===== config.mk =====
export PLATFORM = sky130hd
export DESIGN_NAME = multi_clock_divider
export DESIGN_NICKNAME = d
export VERILOG_FILES = /design/src/rtl/clk_div_pkg.sv /design/src/rtl/clk_div_channel.sv /design/src/rtl/multi_clock_divider.sv
export SDC_FILE = /design/constraint.sdc
export NUM_CORES = 1
export LEC_CHECK = 0
export BUFFER_PORTS_ARGS = -buffer_cell sky130_fd_sc_hd__buf_4
export CAP_MARGIN = 40
export CORE_MARGIN = 3
export CORE_UTILIZATION = 40
export CTS_CLUSTER_DIAMETER = 120
export DETAILED_ROUTE_END_ITERATION = 8
export GPL_TIMING_DRIVEN = 1
export HOLD_SLACK_MARGIN = 0.08
export PLACE_DENSITY = 0.53
export SLEW_MARGIN = 20
export SYNTH_ARGS = -nofsm -noshare
export SYNTH_HDL_FRONTEND = slang
export SYNTH_SLANG_ARGS = --single-unit

===== constraint.sdc =====
create_clock -name clk_in -period 1.9 [get_ports clk_in]
set_input_delay 0.19 -clock clk_in [delete_from_list [all_inputs] [get_ports clk_in]]
set_output_delay 0.19 -clock clk_in [all_outputs]
set_load 0.005 [all_outputs]

===== src/rtl/clk_div_pkg.sv =====
// Shared constants and types for the multi-channel clock divider.
// Defaults target a 100 MHz board clock divided down to 40 Hz.
package clk_div_pkg;

   localparam int CNT_W_DEFAULT    = 24;
   localparam int DEFAULT_DIV_100M = 1249999;

   typedef logic [CNT_W_DEFAULT-1:0] div_t;

endpackage


===== src/rtl/clk_div_channel.sv =====
// One divider channel: 50%-duty divided clock, rising-edge tick, and a
// double-buffered divisor that only changes at the end of a full period.
module clk_div_channel
   import clk_div_pkg::*;
#(
   parameter int CNT_W       = CNT_W_DEFAULT,
   parameter int DEFAULT_DIV = DEFAULT_DIV_100M
) (
   input  logic             clk_in,
   input  logic             reset,
   input  logic             enable,
   input  logic             wr,
   input  logic [CNT_W-1:0] wr_div,
   output logic             clk_out,
   output logic             tick,
   output logic             pending
);

   logic [CNT_W-1:0] r_cnt;
   logic [CNT_W-1:0] r_act_div;
   logic [CNT_W-1:0] r_pend_div;
   logic             r_pending;
   logic             r_clk_out;
   logic             r_tick;
   logic             w_terminal;
   logic             w_apply;

   assign w_terminal = (r_cnt == r_act_div);
   // Swap divisors only at end of high phase, or at once while the channel is idle.
   assign w_apply    = r_pending && (!enable || (w_terminal && r_clk_out));

   // Counter, output phase, tick and divisor buffering for this channel.
   always_ff @(posedge clk_in or negedge reset) begin
      if (!reset) begin
         r_cnt      <= {CNT_W{1'b0}};
         r_act_div  <= CNT_W'(DEFAULT_DIV);
         r_pend_div <= CNT_W'(DEFAULT_DIV);
         r_pending  <= 1'b0;
         r_clk_out  <= 1'b0;
         r_tick     <= 1'b0;
      end else begin
         if (w_apply) begin
            r_act_div <= r_pend_div;
         end else begin
            r_act_div <= r_act_div;
         end

         if (wr) begin
            r_pend_div <= wr_div;
            r_pending  <= 1'b1;
         end else if (w_apply) begin
            r_pending  <= 1'b0;
         end else begin
            r_pending  <= r_pending;
         end

         if (!enable) begin
            r_cnt     <= {CNT_W{1'b0}};
            r_clk_out <= 1'b0;
            r_tick    <= 1'b0;
         end else if (w_terminal) begin
            r_cnt     <= {CNT_W{1'b0}};
            r_clk_out <= ~r_clk_out;
            r_tick    <= ~r_clk_out;
         end else begin
            r_cnt     <= r_cnt + CNT_W'(1);
            r_clk_out <= r_clk_out;
            r_tick    <= 1'b0;
         end
      end
   end

   assign clk_out = r_clk_out;
   assign tick    = r_tick;
   assign pending = r_pending;

endmodule


===== src/rtl/multi_clock_divider.sv =====
// N independent clock-enable dividers sharing one divisor write bus.
// Out-of-range channel indices on the bus match no channel and are dropped.
module multi_clock_divider
   import clk_div_pkg::*;
#(
   parameter int N_CH        = 4,
   parameter int CNT_W       = CNT_W_DEFAULT,
   parameter int DEFAULT_DIV = DEFAULT_DIV_100M,
   localparam int LCH_W      = (N_CH > 1) ? $clog2(N_CH) : 1
) (
   input  logic             clk_in,
   input  logic             reset,
   input  logic [N_CH-1:0]  enable,
   input  logic             load,
   input  logic [LCH_W-1:0] load_ch,
   input  logic [CNT_W-1:0] load_div,
   output logic [N_CH-1:0]  clk_out,
   output logic [N_CH-1:0]  tick,
   output logic [N_CH-1:0]  pending
);

   logic [N_CH-1:0] w_wr;

   genvar g;
   generate
      for (g = 0; g < N_CH; g++) begin : g_ch
         assign w_wr[g] = load && (load_ch == LCH_W'(g));

         clk_div_channel #(
            .CNT_W       (CNT_W),
            .DEFAULT_DIV (DEFAULT_DIV)
         ) u_ch (
            .clk_in  (clk_in),
            .reset   (reset),
            .enable  (enable[g]),
            .wr      (w_wr[g]),
            .wr_div  (load_div),
            .clk_out (clk_out[g]),
            .tick    (tick[g]),
            .pending (pending[g])
         );
      end
   endgenerate

endmodule


==> results.toml <==
[clocking]
htree_levels = 2
cts_root_buf = "clkbuf_16"
cts_buffers = 35
cts_sinks = 300
clockBufferDepth = 3
cts_tree = "done"
cts.clk_slew.worst_paths_ns = 0.06
clock_latency_ns = 0.51

[layout]
fin_cells = 1726
drive_gt1_frac = 0.482
utilization = 0.528
final_nets = 1289
stdcell_area_mm2 = 0.0178
area_growth_pct = 29.5
mostFrequentLayoutCell = "dfrtp_1"
final_cell_mix = "dfrtp_1 (211), buf_4 (150), mux2_2 (137), xnor2_1 (122), dfstp_2 (88)"

[drt]
viasPerCell = 4.89
antenna_left = 0
wl_um = 32100
vias = 8442
drc_errors = 0
dr.first_iter.drc_count = 344
wl_per_cell_um = 18.6
dr.pass1.iters = 4

[global_route]
grtUsageTotal = 0.176
grtUsageMet3 = 0.0240
grt_overflow = 0
grt-busiest-layer = "met2"
grt_antenna_before_repair = 1
grt_pass1_vias = 8812
grt_max_degree = 58
grt_use_met2 = 0.285
grt_pass1_wl_um = 49900
met1_usage = 0.251

[synth]
synthSimpleGateAreaFrac = 0.115
synthMuxAreaShare = 0.175
synth_edf_count = 0
synth_cell_types = 37
yosysTopAreaCellShare = 0.386
synth.largest_area_cell = "dfrtp_1"
synth.area.top_cells = "dfrtp_1 (39%), dfstp_2 (17%), mux2_2 (11%), xnor2_1 (8.4%), mux2_4 (5.9%)"
synth_nets = 1088
yosys.area_share.adder = 0.00364
ys_async_sr_fraction = 1.00
synthFlopType = "dfrtp_1"
synth_cells = 1051
syn_area_mm2 = 0.0137
synth-xor-area-share = 0.117
synth_top_family_by_area = "multiplexers"
yosys_register_bits = 300
syn_avg_cell_area_um2 = 13.1
yosysWarnings = 0
synth-compound-area-share = 0.0129
ys_seq_area_frac = 0.554

[pwr]
power_frac_seq = 0.472
p_switching_uw = 4720
p_int_uw = 14300
clock_power_share = 0.356
swShare = 0.248
p_leak_uw = 0.00747
pwr-share-comb = 0.172
ir_worst_vdd_v = 0.000492
powerDensity_mw_per_mm2 = 1070

[placed_design]
dpl.cell_count = 1618
place_ws_ns = -0.137
dp_hpwl_um = 21200
placed_area_mm2 = 0.0154
io_buffers = 44
gp_congestion = 0.769

[status]
outcome = "complete, but fails checks"
violations = "setup timing"

[sta]
final-hold-violation-count = 0
setup-tns-final_ns = -12.33
setup_viol = 178
fmax_mhz = 493
drv_slew = 0
max-slew-margin-rel = 0.705
fin_skew_ns = 0.00992
worst_slack_ns = -0.130
period_minus_slack_ns = 2.03
fin_crit_sh = 1.07
worst_pin_slew_ns = 0.443
rsz0062_at_grt = "yes"

[floorplan]
rows = 67
ios = 45
die_area_mm2 = 0.0366
die_h_um = 191
die_w_um = 191
core_mm2 = 0.0337
initial_core_util = 0.408

[critical_path]
crit_arrival_ns = 2.41
cpMaxStageDelayCell = "dfstp_2"
worstSetupEndpointType = "register"
worstPathCellList = "xnor2_2, nand4_1, nor4_4, a41oi_4, buf_12, mux2_2"
required_ns = 2.29
start_kind = "register"
crit_type = "reg2reg"
path_max_fanout = 24
slowest_delay_ns = 0.55

[hold_path]
hold_path.class = "in2async"

[job]
max_cap_violations = 0
[final timing paths]
path	from	end	slack, ns	depth (start not counted)
setup / recovery	g_ch[1].u_ch.r_act_div[9]	g_ch[1].u_ch.r_act_div[18]	-0.13	6
hold / removal	reset	g_ch[2].u_ch.r_cnt[18]	0.19	2
setup reg to reg	g_ch[1].u_ch.r_act_div[9]	g_ch[1].u_ch.r_act_div[18]	-0.13	6
hold reg to reg	g_ch[3].u_ch.r_pend_div[19]	g_ch[3].u_ch.r_act_div[19]	0.50	1
max in group asynchronous	reset	g_ch[2].u_ch.r_pend_div[12]	0.97	3
min in group clk_in	load	g_ch[2].u_ch.pending	0.26	4
[state kept, by name, indices dropped and copies added (netlist names)]
signal and cells:
g_ch.u_ch.pending 4, g_ch.u_ch.r_pend_div 96, g_ch.u_ch.r_cnt 96, g_ch.u_ch.clk_out 4
g_ch.u_ch.r_act_div 96, g_ch.u_ch.tick 4
[Yosys cell counts (2+ instances only)]
library cell and instances:
o21ai_0 2, nor2_1 116, inv_1 6, nor3_1 11
and3_1 22, dfstp_2 88, clkbuf_1 13, nand2_1 37
buf_4 12, buf_2 8, and2_1 3, mux2_2 137
buf_6 9, a41oi_4 4, dfrtp_1 212, nor2b_1 4
nand4_1 44, nor4_4 4, nor4_1 5, a31o_2 2
nand3_1 41, a21bo_2 4, nand3b_1 2, and4_1 8
nand2b_1 4, ha_1 4, mux2_4 54, xor2_1 53
mux2i_1 4, xnor2_1 131
[critical path, delay by kind of cell, from the launching register on]
kind,cells,cell delay [ns]
buf+inv,1,0.19
flops,1,0.55
simple gates,2,0.59
xor+xnor,1,0.13
compound gates,1,0.17
mux,1,0.27
[stage by stage]
| stage | total power, uW | hold WS, ns |
|---|---|---|
| 2_1_floorplan | 11000 | -0.106 |
| 5_1_grt | 19900 | 0.223 |
| 3_5_place_dp | 12100 | 0.147 |
| 4_1_cts | 19100 | 0.207 |
| 3_3_place_gp | 12000 | 0.148 |
| 6_report | 19000 | 0.190 |
[metal layers]
layer	wire (um)	part of all wire	vias to the layer above
li1	-	-	4021
met1	15300	0.48	4254
met2	15100	0.47	128
met3	1170	0.036	39
met4	492	0.015	0
met5	0	0	-
[logic make-up (layout without fill, tap and decap cells)]
| family | count (synthesis) | count (layout) |
|---|---|---|
| and+or+nand+nor | 307 | 307 |
| muxes | 196 | 196 |
| adders and majority gates | 4 | 4 |
| buffers and inverters | 48 | 274 |
| AOI/OAI and AO/OA | 12 | 12 |
| other | 0 | 1 |
| DFF | 300 | 300 |
| xor gates and xnor gates | 184 | 184 |
[timing repair]
item                                    CTS  global route
resized for setup                        12           147
endpoints found under the setup margin  188           196
buffers inserted                          3             3
pin swaps                                 7            69
endpoints found under the hold margin   333             0
hold buffers                             29             0
gates cloned                              3             9
[power by group through the flow]
stage                     Combinational (uW)  Clock [uW]  Sequential [uW]
final                                   3270        6750             8960
after global routing                    3560        7230             9120
after CTS                               3170        6940             8990
after detailed placement                3040           0             9080
after global placement                  2980           0             9060
after floorplan                         2360           0             8690
[layout make-up]
class,instances,area (um2)
Fill cell,2968,15900
Sequential cell,300,7620
Multi-Input combinational cell,703,6440
Timing Repair Buffer,206,1980
Clock buffer,56,1080
Tap cell,448,561
Clock inverter,6,82.6
Inverter,6,22.5
Antenna cell,1,2.50
(Power assumes the default switching activity.)
